===== config.mk =====
export PLATFORM = sky130hd
export DESIGN_NAME = vga_vblank_scheduler
export DESIGN_NICKNAME = d
export VERILOG_FILES = /design/src/rtl/vga_pkg.sv /design/src/rtl/rr_arbiter.sv /design/src/rtl/vga_vblank_scheduler.sv
export SDC_FILE = /design/constraint.sdc
export NUM_CORES = 1
export LEC_CHECK = 0
export CORE_ASPECT_RATIO = 0.7
export CORE_UTILIZATION = 55
export DETAILED_ROUTE_END_ITERATION = 7
export PLACE_DENSITY_LB_ADDON = 0.25
export SLEW_MARGIN = 25
export SYNTH_ARGS = -nofsm -noshare
export SYNTH_HDL_FRONTEND = slang
export SYNTH_HIERARCHICAL = 1
export SYNTH_SLANG_ARGS = --single-unit

===== constraint.sdc =====
create_clock -name clk -period 5.8 [get_ports clk]
set_clock_uncertainty 0.2 [all_clocks]
set_input_delay 1.16 -clock clk [delete_from_list [all_inputs] [get_ports clk]]
set_output_delay 1.16 -clock clk [all_outputs]
set_load 0.01 [all_outputs]

===== src/rtl/vga_pkg.sv =====
// Shared VGA timing constants and the vblank scheduler state encoding.
// The timing generator and the scheduler both import this package.
package vga_pkg;

    localparam int VGA_H_ACTIVE = 640;
    localparam int VGA_H_FRONT  = 16;
    localparam int VGA_H_SYNC   = 96;
    localparam int VGA_H_BACK   = 48;
    localparam int VGA_H_TOTAL  = 800;

    localparam int VGA_V_ACTIVE = 480;
    localparam int VGA_V_FRONT  = 10;
    localparam int VGA_V_SYNC   = 2;
    localparam int VGA_V_BACK   = 33;
    localparam int VGA_V_TOTAL  = 525;

    typedef logic [1:0] sched_state_t;

    localparam sched_state_t ST_DISPLAY   = 2'd0;
    localparam sched_state_t ST_ARBITRATE = 2'd1;
    localparam sched_state_t ST_GRANTED   = 2'd2;
    localparam sched_state_t ST_CLOSED    = 2'd3;

    // Index of the set bit in a one-hot vector of up to 8 requesters.
    function automatic logic [2:0] onehot_idx(input logic [7:0] v);
        logic [2:0] idx;
        idx = '0;
        for (int i = 0; i < 8; i++) begin
            if (v[i]) idx = 3'(i);
        end
        return idx;
    endfunction

endpackage


===== src/rtl/rr_arbiter.sv =====
// Combinational round-robin pick: first eligible index after ptr, wrapping
// modulo NUM_REQ.
module rr_arbiter #(
    parameter int NUM_REQ = 4,
    localparam int PW = $clog2(NUM_REQ)
) (
    input  logic [NUM_REQ-1:0] eligible,
    input  logic [PW-1:0]      ptr,
    output logic [NUM_REQ-1:0] pick,
    output logic               valid
);

    logic [PW-1:0] idx;
    logic          found;

    always_comb begin
        pick  = '0;
        idx   = '0;
        found = 1'b0;
        for (int i = 1; i <= NUM_REQ; i++) begin
            idx = PW'((int'(ptr) + i) % NUM_REQ);
            if (!found && eligible[idx]) begin
                pick[idx] = 1'b1;
                found     = 1'b1;
            end
        end
    end

    assign valid = |eligible;

endmodule


===== src/rtl/vga_vblank_scheduler.sv =====
// Grants a shared display-side resource to one requester at a time, only
// during vertical blanking, round-robin with a per-grant cycle budget.
//
// state     | meaning
// ----------+------------------------------------------------------------
// DISPLAY   | active video; pixel path owns the resource, wait for vblank
// ARBITRATE | vblank open, pick next unserved requester
// GRANTED   | one owner holds gnt until release or budget expiry
// CLOSED    | guard zone reached or everyone served; wait for next frame
module vga_vblank_scheduler
    import vga_pkg::*;
#(
    parameter int NUM_REQ          = 4,
    parameter int V_ACTIVE         = VGA_V_ACTIVE,
    parameter int V_TOTAL          = VGA_V_TOTAL,
    parameter int GUARD_LINES      = 5,
    parameter int MAX_GRANT_CYCLES = 1024,
    parameter int FRAME_CNT_W      = 16
) (
    input  logic                   clk,
    input  logic                   rst,
    input  logic                   enable,
    input  logic [9:0]             ycoor,
    input  logic [NUM_REQ-1:0]     req,
    input  logic [NUM_REQ-1:0]     done,
    output logic [NUM_REQ-1:0]     gnt,
    output logic                   gnt_valid,
    output logic                   vblank_window,
    output logic                   frame_tick,
    output logic [FRAME_CNT_W-1:0] frame_count,
    output logic                   timeout_err
);

    localparam int PW = $clog2(NUM_REQ);
    localparam int CW = $clog2(MAX_GRANT_CYCLES);
    localparam logic [9:0]    Y_ACT    = 10'(V_ACTIVE);
    localparam logic [9:0]    Y_GUARD  = 10'(V_TOTAL - GUARD_LINES);
    localparam logic [CW-1:0] CNT_LAST = CW'(MAX_GRANT_CYCLES - 1);

    sched_state_t           state_q, state_d;
    logic [NUM_REQ-1:0]     gnt_q, gnt_d;
    logic [NUM_REQ-1:0]     served_q, served_d;
    logic [PW-1:0]          ptr_q, ptr_d;
    logic [CW-1:0]          cnt_q, cnt_d;
    logic [FRAME_CNT_W-1:0] fc_q, fc_d;
    logic                   tick_q, tick_d;
    logic                   tout_q, tout_d;
    logic                   gnt_valid_q;
    logic                   vblank_q;
    logic [9:0]             prev_y;

    logic [NUM_REQ-1:0]     eligible;
    logic [NUM_REQ-1:0]     pick;
    logic                   pick_valid;
    logic                   owner_rel;

    assign eligible  = req & ~served_q;
    assign owner_rel = |(gnt_q & (done | ~req));

    rr_arbiter #(.NUM_REQ(NUM_REQ)) u_arb (
        .eligible (eligible),
        .ptr      (ptr_q),
        .pick     (pick),
        .valid    (pick_valid)
    );

    always_comb begin
        state_d  = state_q;
        gnt_d    = gnt_q;
        served_d = served_q;
        ptr_d    = ptr_q;
        cnt_d    = cnt_q;
        fc_d     = fc_q;
        tick_d   = 1'b0;
        tout_d   = 1'b0;

        if (!enable) begin
            state_d  = ST_DISPLAY;
            gnt_d    = '0;
            served_d = '0;
            cnt_d    = '0;
        end else begin
            case (state_q)
                ST_DISPLAY: begin
                    if (ycoor == Y_ACT && prev_y != Y_ACT) begin
                        tick_d   = 1'b1;
                        fc_d     = fc_q + FRAME_CNT_W'(1);
                        served_d = '0;
                        state_d  = ST_ARBITRATE;
                    end
                end
                ST_ARBITRATE: begin
                    // Below V_ACTIVE means the frame wrapped under a long grant.
                    if (ycoor >= Y_GUARD || ycoor < Y_ACT || &served_q) begin
                        state_d = ST_CLOSED;
                    end else if (pick_valid) begin
                        gnt_d   = pick;
                        cnt_d   = '0;
                        state_d = ST_GRANTED;
                    end
                end
                ST_GRANTED: begin
                    cnt_d = cnt_q + CW'(1);
                    if (owner_rel || cnt_q == CNT_LAST) begin
                        tout_d   = !owner_rel;
                        gnt_d    = '0;
                        served_d = served_q | gnt_q;
                        ptr_d    = PW'(onehot_idx(8'(gnt_q)));
                        state_d  = ST_ARBITRATE;
                    end
                end
                ST_CLOSED: begin
                    gnt_d = '0;
                    if (ycoor < Y_ACT) state_d = ST_DISPLAY;
                end
                default: begin
                    gnt_d   = '0;
                    state_d = ST_DISPLAY;
                end
            endcase
        end
    end

    always_ff @(posedge clk or posedge rst) begin
        if (rst) begin
            state_q     <= ST_DISPLAY;
            gnt_q       <= '0;
            served_q    <= '0;
            ptr_q       <= PW'(NUM_REQ - 1);
            cnt_q       <= '0;
            fc_q        <= '0;
            tick_q      <= 1'b0;
            tout_q      <= 1'b0;
            gnt_valid_q <= 1'b0;
            vblank_q    <= 1'b0;
            prev_y      <= '0;
        end else begin
            state_q     <= state_d;
            gnt_q       <= gnt_d;
            served_q    <= served_d;
            ptr_q       <= ptr_d;
            cnt_q       <= cnt_d;
            fc_q        <= fc_d;
            tick_q      <= tick_d;
            tout_q      <= tout_d;
            gnt_valid_q <= |gnt_d;
            vblank_q    <= (state_d == ST_ARBITRATE) || (state_d == ST_GRANTED);
            prev_y      <= ycoor;
        end
    end

    assign gnt           = gnt_q;
    assign gnt_valid     = gnt_valid_q;
    assign vblank_window = vblank_q;
    assign frame_tick    = tick_q;
    assign frame_count   = fc_q;
    assign timeout_err   = tout_q;

endmodule

# [After elaboration in Yosys (flattened, before gate mapping)]
# Cells that the tools add are included.
[classes] addsub=6 n_mul=0 div=0 n_lt_le_gt_ge=10 eq_ne=14 n_shift=0 n_mux=52 bitwise=9 reduce_logical=25
[ops] cell="4-bit 2-to-1 mux" n=11
[ops] cell="10-bit 2-to-1 mux" n=3
[ops] cell="4-bit bitwise OR" n=5
[ops] cell="10-bit case mux with 2 select lines" n=1
[ops] cell="1-bit 2-to-1 mux" n=18
[ops] cell="16-bit by 1-bit adder with 16-bit output (second input constant)" n=1
[ops] cell="2-bit 2-to-1 mux" n=8
[ops] cell="2-bit by 3-bit less-than comparator with 1-bit output (second input constant)" n=4
[ops] cell="3-bit inequality test (second input constant)" n=4
[ops] cell="4-bit case mux with 3 select lines" n=1
[ops] cell="3-bit AND reduction" n=4
[ops] cell="4-bit OR reduction" n=3
[ops] cell="10-bit by 1-bit adder with 10-bit output (second input constant)" n=1
[ops] cell="10-bit equality test (second input constant)" n=1
[ops] cell="10-bit by 9-bit equality test with 1-bit output (second input constant)" n=1
[ops] cell="10-bit greater-or-equal comparator (second input constant)" n=1
[ops] cell="10-bit by 9-bit less-than comparator with 1-bit output (second input constant)" n=1
[ops] cell="10-bit by 9-bit inequality test with 1-bit output (second input constant)" n=1
[ops] cell="4-bit AND" n=2
[ops] cell="1-bit binary-select mux with 2-bit select" n=4
[ops] cell="1-bit demux with 2-bit select" n=4
[ops] cell="2-bit by 1-bit greater-or-equal comparator with 1-bit output (second input constant)" n=4
[ops] cell="1-bit logical AND" n=8
[ops] cell="4-bit inverter" n=2
[ops] cell="11 further kinds" n=23
[word_totals] regBits=52 latchBits=0 ram_bits=0 romBits=0 inputBits=21 out_inout_bits=24 wordCells=127 memories=0

# [Depth between registers and ports, before layout]
# Gate-level depths: netlist of run 1.
[logic_depth] word_depth=19 ltp_mapped=10 depth_no_buf=9

# [Modules after synthesis]
# The synthesis of run 1 kept the hierarchy.
[modules_own_cells] mod="vga_vblank_scheduler" n_inst=1 cells_per_inst=226 area_each_um2=2452.4 seq_area_each_um2=1303.8
[modules_own_cells] mod="rr_arbiter" n_inst=1 cells_per_inst=39 area_each_um2=365.4 seq_area_each_um2=0.0

# [Worst setup path before layout of run 1]
# Ideal clock, no wire load.
[synth_path] kind="input-to-reg" startpoint="input req[1]" endpoint="register gnt_valid_q (netlist: gnt_valid)" setup_time_ns=0.129 arrival_ns=2.780 required_ns=5.471 path_slack_ns=2.692 path_stages=7 n_path_buf=0 cell_sequence="nor2b_1 > mux4_2 > nor3b_1 > a21oi_1 > o211ai_1 > o211a_1 > a2111o_1"
[synth_between] elab_chain_cells=18 elab_cells_between_ends=37 classes_between="20 x mux; 7 x bitwise; 10 x reduce/logical"
[synth_rtl] item="start, declared" line_no="vga_vblank_scheduler.sv:24" source="input logic [NUM_REQ-1:0] req,"
[synth_rtl] item="4-bit AND *" line_no="vga_vblank_scheduler.sv:57" source="assign eligible = req & ~served_q;"
[synth_rtl] item="1-bit binary-select mux with 2-bit select" line_no="rr_arbiter.sv:22" source="if (!found && eligible[idx]) begin"
[synth_rtl] item="1-bit 2-to-1 mux (not written as such)" line_no="rr_arbiter.sv:22"
[synth_rtl] item="1-bit 2-to-1 mux" line_no="rr_arbiter.sv:22"
[synth_rtl] item="1-bit logical NOT" line_no="rr_arbiter.sv:22"
[synth_rtl] item="1-bit logical AND" line_no="rr_arbiter.sv:22"
[synth_rtl] item="1-bit 2-to-1 mux" line_no="rr_arbiter.sv:22"
[synth_rtl] item="1-bit logical NOT" line_no="rr_arbiter.sv:22"
[synth_rtl] item="[... 3 more ...]"
[synth_rtl] item="1-bit logical AND" line_no="rr_arbiter.sv:22"
[synth_rtl] item="4-bit 2-to-1 mux *" line_no="rr_arbiter.sv:22"
[synth_rtl] item="net pick[2]" line_no="vga_vblank_scheduler.sv:53" source="logic [NUM_REQ-1:0] pick;"
[synth_rtl] item="4-bit 2-to-1 mux *" line_no="vga_vblank_scheduler.sv:96" source="end else if (pick_valid) begin"
[synth_rtl] item="4-bit 2-to-1 mux *" line_no="vga_vblank_scheduler.sv:94" source="if (ycoor >= Y_GUARD || ycoor < Y_ACT || &served_q) begin"
[synth_rtl] item="4-bit case mux with 3 select lines *" line_no="vga_vblank_scheduler.sv:83" source="case (state_q)"
[synth_rtl] item="4-bit 2-to-1 mux *" line_no="vga_vblank_scheduler.sv:77" source="if (!enable) begin"
[synth_rtl] item="4-bit OR reduction *" line_no="vga_vblank_scheduler.sv:146" source="gnt_valid_q <= |gnt_d;"
[synth_rtl] item="end signal, assigned" line_no="vga_vblank_scheduler.sv:146"
[synth_rtl] item="end, declared" line_no="vga_vblank_scheduler.sv:48" source="logic gnt_valid_q;"
# The timed path passes the listed nets; every way through them passes the cells marked *. The select of a mux whose other input is x is not followed.
# A chain may end at the register's enable or synchronous reset.

# [Worst setup path after layout of run 1]
[layout_path] startpoint="input req[1]" endpoint="register gnt_valid_q (netlist: gnt_valid)"
[layout_between] elab_chain_cells=18 elab_cells_between_ends=37 classes_between="20 x mux; 7 x bitwise; 10 x reduce/logical"
[layout_rtl] item="4-bit AND *" line_no="vga_vblank_scheduler.sv:57"
[layout_rtl] item="net eligible[1]" line_no="vga_vblank_scheduler.sv:52" source="logic [NUM_REQ-1:0] eligible;"
[layout_rtl] item="1-bit binary-select mux with 2-bit select" line_no="rr_arbiter.sv:22"
[layout_rtl] item="1-bit 2-to-1 mux (not written as such)" line_no="rr_arbiter.sv:22"
[layout_rtl] item="1-bit 2-to-1 mux" line_no="rr_arbiter.sv:22"
[layout_rtl] item="1-bit logical NOT" line_no="rr_arbiter.sv:22"
[layout_rtl] item="1-bit logical AND" line_no="rr_arbiter.sv:22"
[layout_rtl] item="1-bit 2-to-1 mux" line_no="rr_arbiter.sv:22"
[layout_rtl] item="[... 5 more ...]"
[layout_rtl] item="4-bit 2-to-1 mux *" line_no="rr_arbiter.sv:22"
[layout_rtl] item="net pick[3]" line_no="vga_vblank_scheduler.sv:53"
[layout_rtl] item="4-bit 2-to-1 mux *" line_no="vga_vblank_scheduler.sv:96"
[layout_rtl] item="4-bit 2-to-1 mux *" line_no="vga_vblank_scheduler.sv:94"
[layout_rtl] item="4-bit case mux with 3 select lines *" line_no="vga_vblank_scheduler.sv:83"
[layout_rtl] item="4-bit 2-to-1 mux *" line_no="vga_vblank_scheduler.sv:77"
[layout_rtl] item="net gnt_d[3]" line_no="vga_vblank_scheduler.sv:41" source="logic [NUM_REQ-1:0] gnt_q, gnt_d;"
[layout_rtl] item="4-bit OR reduction *" line_no="vga_vblank_scheduler.sv:146"
# Marks and branches as above.

==> results.json, run 1 <==
{
  "ctsHoldBuffers": 0,
  "synth_cell_type_count": 59,
  "cts_setup_buffers": 0,
  "root_buffer": "clkbuf_8",
  "fmax_ghz": 0.291,
  "nature_of_the_critical_path_startpoint": "input pin",
  "vias": 2174,
  "grt_pass1_vias": 2038,
  "pin_count": 45,
  "peakVddDrop_mv": 0.136,
  "antenna_found_initial": 0,
  "synth_xor_area_share_pct": 5.28,
  "numCtsBuffers": 5,
  "post_route_cells_drive_above_1_share_pct": 10.9,
  "run_status": "finished, final reports clean",
  "tritoncts_num_sinks": 52,
  "ctsResizeCount": 0,
  "place.detailed.instances": 373,
  "grt_overflow": 0,
  "place.detailed.hpwl_um": 4480,
  "area_fraction_in_compound_gates_after_synthesis_pct": 14.7,
  "setup.worst_path.end_class": "flip-flop",
  "syn_nets": 296,
  "min_path_type": "reg2reg",
  "commonest_cells_in_the_synthesized_netlist": "dfrtp_1, nand2_1, o21ai_0",
  "crit_required_ns": 5.84,
  "gpl.final_weighted_congestion": 0.926,
  "synth_cells": 265,
  "max_fanout_on_critical_path": 10,
  "num-nets-final": 342,
  "drc": 0,
  "cts.path.max_buffers": 2,
  "timing_worst_setup_path_type": "in2reg",
  "routedWlPerCell_um": 15.6,
  "route.antenna.remaining_nets": 0,
  "slew_viol_final": 0,
  "h_tree_levels": 2,
  "post_synth_mux_area_share_pct": 3.82,
  "timing.final.crit_period_ns": 3.44,
  "all_layer_gr_usage_pct": 23.8,
  "synth.yosys.seq_area_share_pct": 46.3,
  "grt_setup_unrepaired": "no",
  "max_slew_margin_pct": 58.0,
  "synth_top_family_by_area": "simple AND/OR/NAND/NOR gates",
  "grt_first_pass_wirelength_um": 9830,
  "power_density_over_cell_area_mw_per_mm2": 190,
  "maxCapViolCount": 0,
  "die_h_um": 61.9,
  "totalPowerFinal_uw": 647,
  "detailedRoute.firstIterationViolations": 147,
  "rows": 21,
  "synthesis.area_per_instance_um2": 10.6,
  "number_of_enable_type_register_cells_in_the_synthesized_netlist": 0,
  "placement.io_buffers": 44,
  "synth.cell_area_mm2": 0.00282,
  "worst_ep_arrival_time_ns": 3.48,
  "post_synthesis_cell_type_with_the_largest_combined_area": "dfrtp_1",
  "post_synth_and_or_nand_nor_area_fraction_pct": 22.6,
  "synth_area_leaders": "dfrtp_1, ha_1, xnor2_1",
  "die_w_um": 87.6,
  "cts_tree": "built",
  "pin_count_of_the_biggest_net_entering_global_routing": 53,
  "power_leakage_uw": 0.00144,
  "synthToLayoutAreaGrowth_pct": 20.9,
  "core_region_area_mm2": 0.00486,
  "clk_transition_reported_paths_ns": 0.10,
  "final-instance-count-excl-fill": 381,
  "totalNegativeSetupSlack_ns": 0,
  "num_antenna_cells": 0,
  "timing_hold_violations_final": 0,
  "yosys_warnings": 6,
  "initial_utilization_pct": 58.0,
  "proportion_of_register_bits_with_asynchronous_set_or_reset_after_synthesis_pct": 100,
  "synth-main-ff-cell": "dfrtp_1",
  "postSynthRegisterBits": 52,
  "worstMarginPinSlew_ns": 0.630,
  "synth_largest_type_area_fraction_pct": 44.4,
  "clkLatencyLatePin_ns": 0.30,
  "fillers": 355,
  "final_min_period_over_clock_period_pct": 59.3,
  "worst_hold_path.num_cells": 1,
  "report.final.setup_viol": 0,
  "cell_with_the_most_instances_after_synthesis": "dfrtp_1",
  "detail_route.vias_per_cell": 5.71,
  "r2r_cell_count": 9,
  "postRouteWirelength_um": 5950,
  "drt_pass1_iterations": 4,
  "floorplan.die_area_mm2": 0.00542,
  "synth_adder_area_share_pct": 4.44
}
-- flip-flops by register name (all words and copies together) (netlist names) --
register	flops
vblank_window	1
served_q	4
prev_y	10
state_q	2
ptr_q	2
timeout_err	1
gnt	4
cnt_q	10
frame_count	16
gnt_valid	1
frame_tick	1
-- placed cells by master, fill, tap and decap left out, drive strengths merged, types with 2 or more instances in the layout --
cell	n
clkdlybuf4s50	44
o21ai	18
a22o	3
ha	10
clkbuf	5
nand3	11
a32o	2
xnor2	11
a211oi	2
nand2	25
nor4	4
a31oi	6
dfrtp	50
nand2b	4
or3b	2
a22oi	2
mux4	4
buf	2
nand4	10
o211ai	6
xor2	6
nor2	16
dfstp	2
a21oi	14
nor2b	5
inv	11
nand3b	2
and3	7
and2	4
nor3b	6
nand4b	2
-- layer usage --
layer  share of wire, %  routed length (um)  global-route usage (%)  vias up
met5                  0                   0                       0        -
met1                 50                2960                    35.4     1049
met4               0.34                  20                    2.81        0
met2                 43                2570                    37.2       64
li1                   -                   -                       -     1057
met3                6.7                 398                    5.42        4
-- worst max-delay path: stages --
cell and delay [ns]:
clkdlybuf4s50_1 0.42, nor2b_1 0.19, mux4_2 0.60, nor4b_4 0.39, nand2_1 0.09, o211ai_1 0.08, mux2i_1 0.09, a211oi_1 0.32
a2111o_1 0.14
-- report_power, final --
part	internal (uW)	total (uW)	leakage [uW]	switching [uW]
Sequential	368	373	0.000697	4.88
Clock	85.8	203	0.0000445	117
Combinational	33.2	70.6	0.000704	37.5
-- layout make-up --
cell class / instances / area [um^2] / area share, %
Sequential cell: 52 / 1300 / 38.3
Inverter: 10 / 37.5 / 1.10
Clock inverter: 3 / 21.3 / 0.624
Multi-Input combinational cell: 196 / 1430 / 42.1
Timing Repair Buffer: 46 / 455 / 13.4
Tap cell: 69 / 86.3 / 2.53
Clock buffer: 5 / 68.8 / 2.02
-- metrics by stage --
step                      util (%)  instance area (um^2)  worst slack, ns  hold WS [ns]
final                         70.1                  3410             2.36         0.287
after global routing          70.1                  3410             2.22         0.317
after CTS                     70.1                  3410             2.38         0.293
after detailed placement      68.2                  3320             2.03         0.279
after global placement        68.2                  3320             2.16         0.261
after floorplan                  -                  2820             2.69         0.250
-- logic make-up (layout without fill, tap and decap cells) --
group	after synthesis	count (layout)
AO/OA/AOI/OAI	58	58
XOR/XNOR	17	17
adder cells (fa/ha/maj)	10	10
buffers and inverters	17	64
flip-flops	52	52
multiplexers	5	5
AND/OR/NAND/NOR	106	106
-- path summary, 6_finish.rpt --
check                           slack [ns]                     endpoint                         from
worst max-delay path                  2.36          gnt_valid$_DFF_PP0_                       req[1]
worst min-delay path                  0.29  frame_count[15]$_DFFE_PP0P_  frame_count[15]$_DFFE_PP0P_
worst max register to register        2.69          gnt_valid$_DFF_PP0_         ptr_q[0]$_DFFE_PP1P_
worst min register to register        0.29  frame_count[15]$_DFFE_PP0P_  frame_count[15]$_DFFE_PP0P_
max in group asynchronous             3.84         cnt_q[0]$_DFFE_PP0P_                          rst
min in group asynchronous             1.15   frame_count[7]$_DFFE_PP0P_                          rst
Note: power is estimated with default switching activity, not from simulation.
==> run 2, diff against run 1 <==
CORE_UTILIZATION = 54   (was 55)
clock period = 3.5 ns   (was 5.8 ns; I/O delays follow)
==> results.json, run 2 (synthesized netlist as in run 1, its figures left out) <==
{
  "flip_flop_count_of_the_largest_register_all_copies_and_words_added": 16,
  "rows": 21,
  "route.antenna.remaining_nets": 0,
  "all_layer_gr_usage_pct": 23.1,
  "tritoncts_num_sinks": 52,
  "holdCritStartpoint": "frame_count[15]$_DFFE_PP0P_",
  "timing.final.crit_period_ns": 3.03,
  "totalNegativeSetupSlack_ns": 0,
  "cts_setup_buffers": 0,
  "grt_pass1_vias": 2006,
  "die_w_um": 88.3,
  "grt_overflow": 0,
  "detailedRoute.firstIterationViolations": 208,
  "r2r_cell_count": 8,
  "clk_transition_reported_paths_ns": 0.10,
  "grt_first_pass_wirelength_um": 9880,
  "drc": 0,
  "worst_r2r_startpoint": "ptr_q[0]$_DFFE_PP1P_",
  "numCtsBuffers": 5,
  "num_antenna_cells": 0,
  "max_fanout_on_critical_path": 10,
  "min_path_type": "reg2reg",
  "ctsHoldBuffers": 0,
  "drt_pass1_iterations": 4,
  "cts_tree": "built",
  "timing.critical_path.slowest_cell_delay_ns": 0.68,
  "cts.path.max_buffers": 2,
  "placement.io_buffers": 44,
  "timing.hold.worst_endpoint": "frame_count[15]$_DFFE_PP0P_",
  "place.detailed.instances": 373,
  "slew_viol_final": 0,
  "critical_path.slowest_cell": "dfstp_2",
  "totalPowerFinal_uw": 1090,
  "crit_top_cell": "a31oi_1",
  "timing.rr.end": "gnt_valid$_DFF_PP0_",
  "detail_route.vias_per_cell": 5.78,
  "post_route_cells_drive_above_1_share_pct": 10.9,
  "worst-r2r-setup-slack_ns": 0.47,
  "crit_required_ns": 3.49,
  "pin_count": 45,
  "power_leakage_uw": 0.00145,
  "run_status": "finished, final reports clean",
  "worst_ep_arrival_time_ns": 3.02,
  "vias": 2204,
  "setup.worst_path.end_class": "flip-flop",
  "fmax_ghz": 0.330,
  "core_region_area_mm2": 0.00489,
  "antenna_found_initial": 0,
  "final-instance-count-excl-fill": 381,
  "maxCapViolCount": 0,
  "postRouteWirelength_um": 5950,
  "nature_of_the_critical_path_startpoint": "flip-flop",
  "num-nets-final": 342,
  "ctsResizeCount": 0,
  "worstMarginPinSlew_ns": 0.635,
  "setup.worst_path.start": "ptr_q[0]$_DFFE_PP1P_",
  "final_min_period_over_clock_period_pct": 86.5,
  "mostFrequentLayoutCell": "dfrtp_1",
  "initial_utilization_pct": 57.7,
  "max_slew_margin_pct": 57.7,
  "cp_cell_sequence": "inv_1, ha_1, mux4_1, nand2_1, o211ai_1, a31oi_1, a31oi_1, a2111o_1",
  "pin_count_of_the_biggest_net_entering_global_routing": 53,
  "grt_setup_unrepaired": "no",
  "mostFrequentLayoutCells": "dfrtp_1, clkdlybuf4s50_1, nand2_1",
  "routedWlPerCell_um": 15.6,
  "timing_worst_setup_path_type": "reg2reg",
  "power_density_over_cell_area_mw_per_mm2": 319,
  "hold_ws_ns": 0.271,
  "synthToLayoutAreaGrowth_pct": 21.1,
  "fillers": 408,
  "root_buffer": "clkbuf_8",
  "report.final.setup_viol": 0,
  "timing_hold_violations_final": 0,
  "worst_hold_path.num_cells": 1,
  "h_tree_levels": 2,
  "peakVddDrop_mv": 0.238,
  "die_h_um": 62.4,
  "place.detailed.hpwl_um": 4360,
  "gpl.final_weighted_congestion": 0.985,
  "clkLatencyLatePin_ns": 0.30,
  "floorplan.die_area_mm2": 0.00552
}
run 2: cell counts in the layout (fill, tap and decap cells not counted):
Identical to the previous run, type by type.
run 2: per-stage QoR:
stage               util (%)  worst slack (ns)  instance area [um^2]
detailed placement      67.9             0.246                  3320
finish                  69.8             0.473                  3410
global route            69.8             0.317                  3410
global placement        67.9             0.318                  3320
floorplan                  -             0.698                  2820
CTS                     69.8             0.494                  3410
run 2: how the worst max path moves through the flow:
| stage | end | cells past startpoint | slack [ns] |
|---|---|---|---|
| 2_1_floorplan | gnt_valid$_DFF_PP0_ | 7 | 0.70 |
| 3_3_place_gp | gnt_valid$_DFF_PP0_ | 8 | 0.32 |
| 3_5_place_dp | gnt_valid$_DFF_PP0_ | 8 | 0.25 |
| 4_1_cts | gnt_valid$_DFF_PP0_ | 8 | 0.49 |
| 5_1_grt | gnt_valid$_DFF_PP0_ | 9 | 0.32 |
| 6_report | gnt_valid$_DFF_PP0_ | 8 | 0.47 |
run 2: cell type report:
type                       count  area [um^2]  area share, %
clock inverter                 3         27.5          0.806
tap                           69         86.3           2.53
inverter                      10         37.5           1.10
clock buffer                   5         68.8           2.02
sequential                    52         1300           38.2
timing repair buffer          46          455           13.3
multi-input combinational    196         1430           42.0
run 2: power by group:
group          switching (uW)  internal [uW]
Clock                     206            147
Sequential               8.06            610
Combinational            61.9           55.2
Total                     276            812
run 2: critical path, delay by kind of cell, from the launching register on:
family / cells / cell delay, ns
multiplexers: 1 / 0.62
AND/OR/NAND/NOR: 1 / 0.17
adder cells (fa/ha/maj): 1 / 0.34
flip-flops: 1 / 0.68
AO/OA/AOI/OAI: 4 / 0.76
buffers and inverters: 1 / 0.14
run 2: routing by layer:
| layer | share of wire (%) | global-route usage, % | up-vias |
|---|---|---|---|
| met5 | 0 | 0 | - |
| met2 | 43 | 32.9 | 91 |
| met3 | 7.8 | 4.49 | 4 |
| li1 | - | - | 1056 |
| met1 | 49 | 37.0 | 1053 |
| met4 | 0.47 | 4.03 | 0 |
==> run 3, diff against run 2 <==
CORE_UTILIZATION = 49   (was 54)
==> results.json, run 3 (synthesized netlist as in run 1, its figures left out) <==
{
  "power.net_switching_uw": 271,
  "die_h_um": 65.4,
  "mostFrequentLayoutCell": "dfrtp_1",
  "totalPowerFinal_uw": 1080,
  "num_antenna_cells": 0,
  "final_min_period_over_clock_period_pct": 86.7,
  "timing.rr.end": "gnt_valid$_DFF_PP0_",
  "postRouteWirelength_um": 6020,
  "ctsResizeCount": 0,
  "worst_r2r_startpoint": "ptr_q[0]$_DFFE_PP1P_",
  "synthToLayoutAreaGrowth_pct": 21.3,
  "worst_ep_arrival_time_ns": 3.09,
  "cts_setup_buffers": 0,
  "min_path_type": "reg2reg",
  "gpl.final_weighted_congestion": 0.974,
  "gr-usage-met1_pct": 33.2,
  "grt_setup_unrepaired": "no",
  "numCtsBuffers": 5,
  "report.final.setup_viol": 0,
  "share_comb_of_total_power_pct": 10.9,
  "power_switching_share_pct": 25.1,
  "maxCapViolCount": 0,
  "pin_count": 45,
  "final-instance-count-excl-fill": 385,
  "timing.critical_path.slowest_cell_delay_ns": 0.69,
  "route.antenna.remaining_nets": 0,
  "cpLargestDelayFamily": "multiplexers",
  "global_route.usage.met3_pct": 5.32,
  "timing_hold_violations_final": 0,
  "detailedRoute.firstIterationViolations": 144,
  "p_int_uw": 809,
  "worst-r2r-setup-slack_ns": 0.46,
  "crit_required_ns": 3.55,
  "timing.final.crit_period_ns": 3.04,
  "drt_pass1_iterations": 5,
  "routedWlPerCell_um": 15.6,
  "core_region_area_mm2": 0.00540,
  "power_density_over_cell_area_mw_per_mm2": 316,
  "mostFrequentLayoutCells": "dfrtp_1, clkdlybuf4s50_1, nand2_1",
  "placement.io_buffers": 44,
  "timing_worst_setup_path_type": "reg2reg",
  "setup.worst_path.end_class": "flip-flop",
  "critical_path_cell_count": 9,
  "floorplan.die_area_mm2": 0.00606,
  "count_of_buffering_cells_on_the_critical_path_with_inverters_included": 1,
  "finish.instance_area_mm2": 0.00342,
  "grt_first_pass_wirelength_um": 10500,
  "critical_path.slowest_cell": "dfstp_2",
  "cp_cell_sequence": "inv_1, ha_1, mux4_1, nor4b_4, nand2_1, o211ai_1, mux2i_1, a211oi_1, a2111o_1",
  "vias": 2179,
  "clkLatencyLatePin_ns": 0.31,
  "totalNegativeSetupSlack_ns": 0,
  "root_buffer": "clkbuf_8",
  "detailed_place.area_mm2": 0.00333,
  "nature_of_the_critical_path_startpoint": "flip-flop",
  "worstSetupEndpoint": "gnt_valid$_DFF_PP0_",
  "max_slew_margin_pct": 68.3,
  "max_fanout_on_critical_path": 10,
  "sequential_cell_area_mm2": 0.00130,
  "initial_utilization_pct": 52.2,
  "h_tree_levels": 2,
  "power.sequential.fraction_pct": 57.3,
  "cts_tree": "built",
  "detail_route.vias_per_cell": 5.66,
  "num-nets-final": 343,
  "peakVddDrop_mv": 0.185,
  "ctsHoldBuffers": 0,
  "fillers": 445,
  "multiInputGateArea_mm2": 0.00143,
  "fmax_ghz": 0.329,
  "place.detailed.instances": 377,
  "die_w_um": 92.6,
  "grtUsageMet2_pct": 33.1,
  "run_status": "finished, final reports clean",
  "power_leakage_uw": 0.00145,
  "tritoncts_num_sinks": 52,
  "pwr-share-clk_pct": 31.9,
  "pin_count_of_the_biggest_net_entering_global_routing": 23,
  "cts.path.max_buffers": 2,
  "place.detailed.hpwl_um": 4490,
  "postLayoutCoreUtil_pct": 63.3,
  "rows": 22,
  "flip_flop_count_of_the_largest_register_all_copies_and_words_added": 16,
  "grt_overflow": 0,
  "grt_busiest_layer": "met1",
  "r2r_cell_count": 9,
  "post_route_cells_drive_above_1_share_pct": 10.9,
  "worstMarginPinSlew_ns": 0.476,
  "all_layer_gr_usage_pct": 22.5,
  "antenna_found_initial": 0,
  "slew_viol_final": 0,
  "clk_transition_reported_paths_ns": 0.10,
  "drc": 0,
  "setup.worst_path.start": "ptr_q[0]$_DFFE_PP1P_",
  "grt_pass1_vias": 2126
}
==> run 3: power groups by stage <==
stage / clock [uW] / sequential (uW) / combinational, uW
2_1_floorplan: 0 / 627 / 76.4
3_3_place_gp: 0 / 629 / 116
3_5_place_dp: 0 / 630 / 117
4_1_cts: 349 / 618 / 118
5_1_grt: 376 / 620 / 131
6_report: 344 / 618 / 117
==> run 3: metrics by stage <==
stage	hold slack, ns	setup slack (ns)
3_3_place_gp	0.258	0.323
3_5_place_dp	0.264	0.253
2_1_floorplan	0.250	0.698
5_1_grt	0.304	0.246
6_report	0.273	0.465
4_1_cts	0.282	0.475
==> run 3: cell type report <==
| cell class | instances | share of cell area, % |
|---|---|---|
| inverters | 10 | 1.10 |
| flip-flops and latches | 52 | 38.2 |
| clock inverters | 2 | 0.476 |
| multi-input cells | 196 | 42.0 |
| well taps | 72 | 2.64 |
| repair buffers | 47 | 13.5 |
| clock buffers | 6 | 2.12 |
==> run 3: layer usage <==
metal	wire (um)	share of wire [%]
met5	0	0
met4	59	0.98
met3	407	6.8
met2	2510	42
met1	3040	50
==> run 3: worst min path at each step <==
stage | cells after the start | slack, ns | endpoint | from
global route | 1 | 0.30 | frame_count[15]$_DFFE_PP0P_ | frame_count[15]$_DFFE_PP0P_
detailed placement | 1 | 0.26 | frame_count[15]$_DFFE_PP0P_ | frame_count[15]$_DFFE_PP0P_
floorplan | 1 | 0.25 | cnt_q[9]$_DFFE_PP0P_ | cnt_q[9]$_DFFE_PP0P_
finish | 1 | 0.27 | frame_count[15]$_DFFE_PP0P_ | frame_count[15]$_DFFE_PP0P_
CTS | 1 | 0.28 | frame_count[15]$_DFFE_PP0P_ | frame_count[15]$_DFFE_PP0P_
global placement | 1 | 0.26 | frame_count[15]$_DFFE_PP0P_ | frame_count[15]$_DFFE_PP0P_
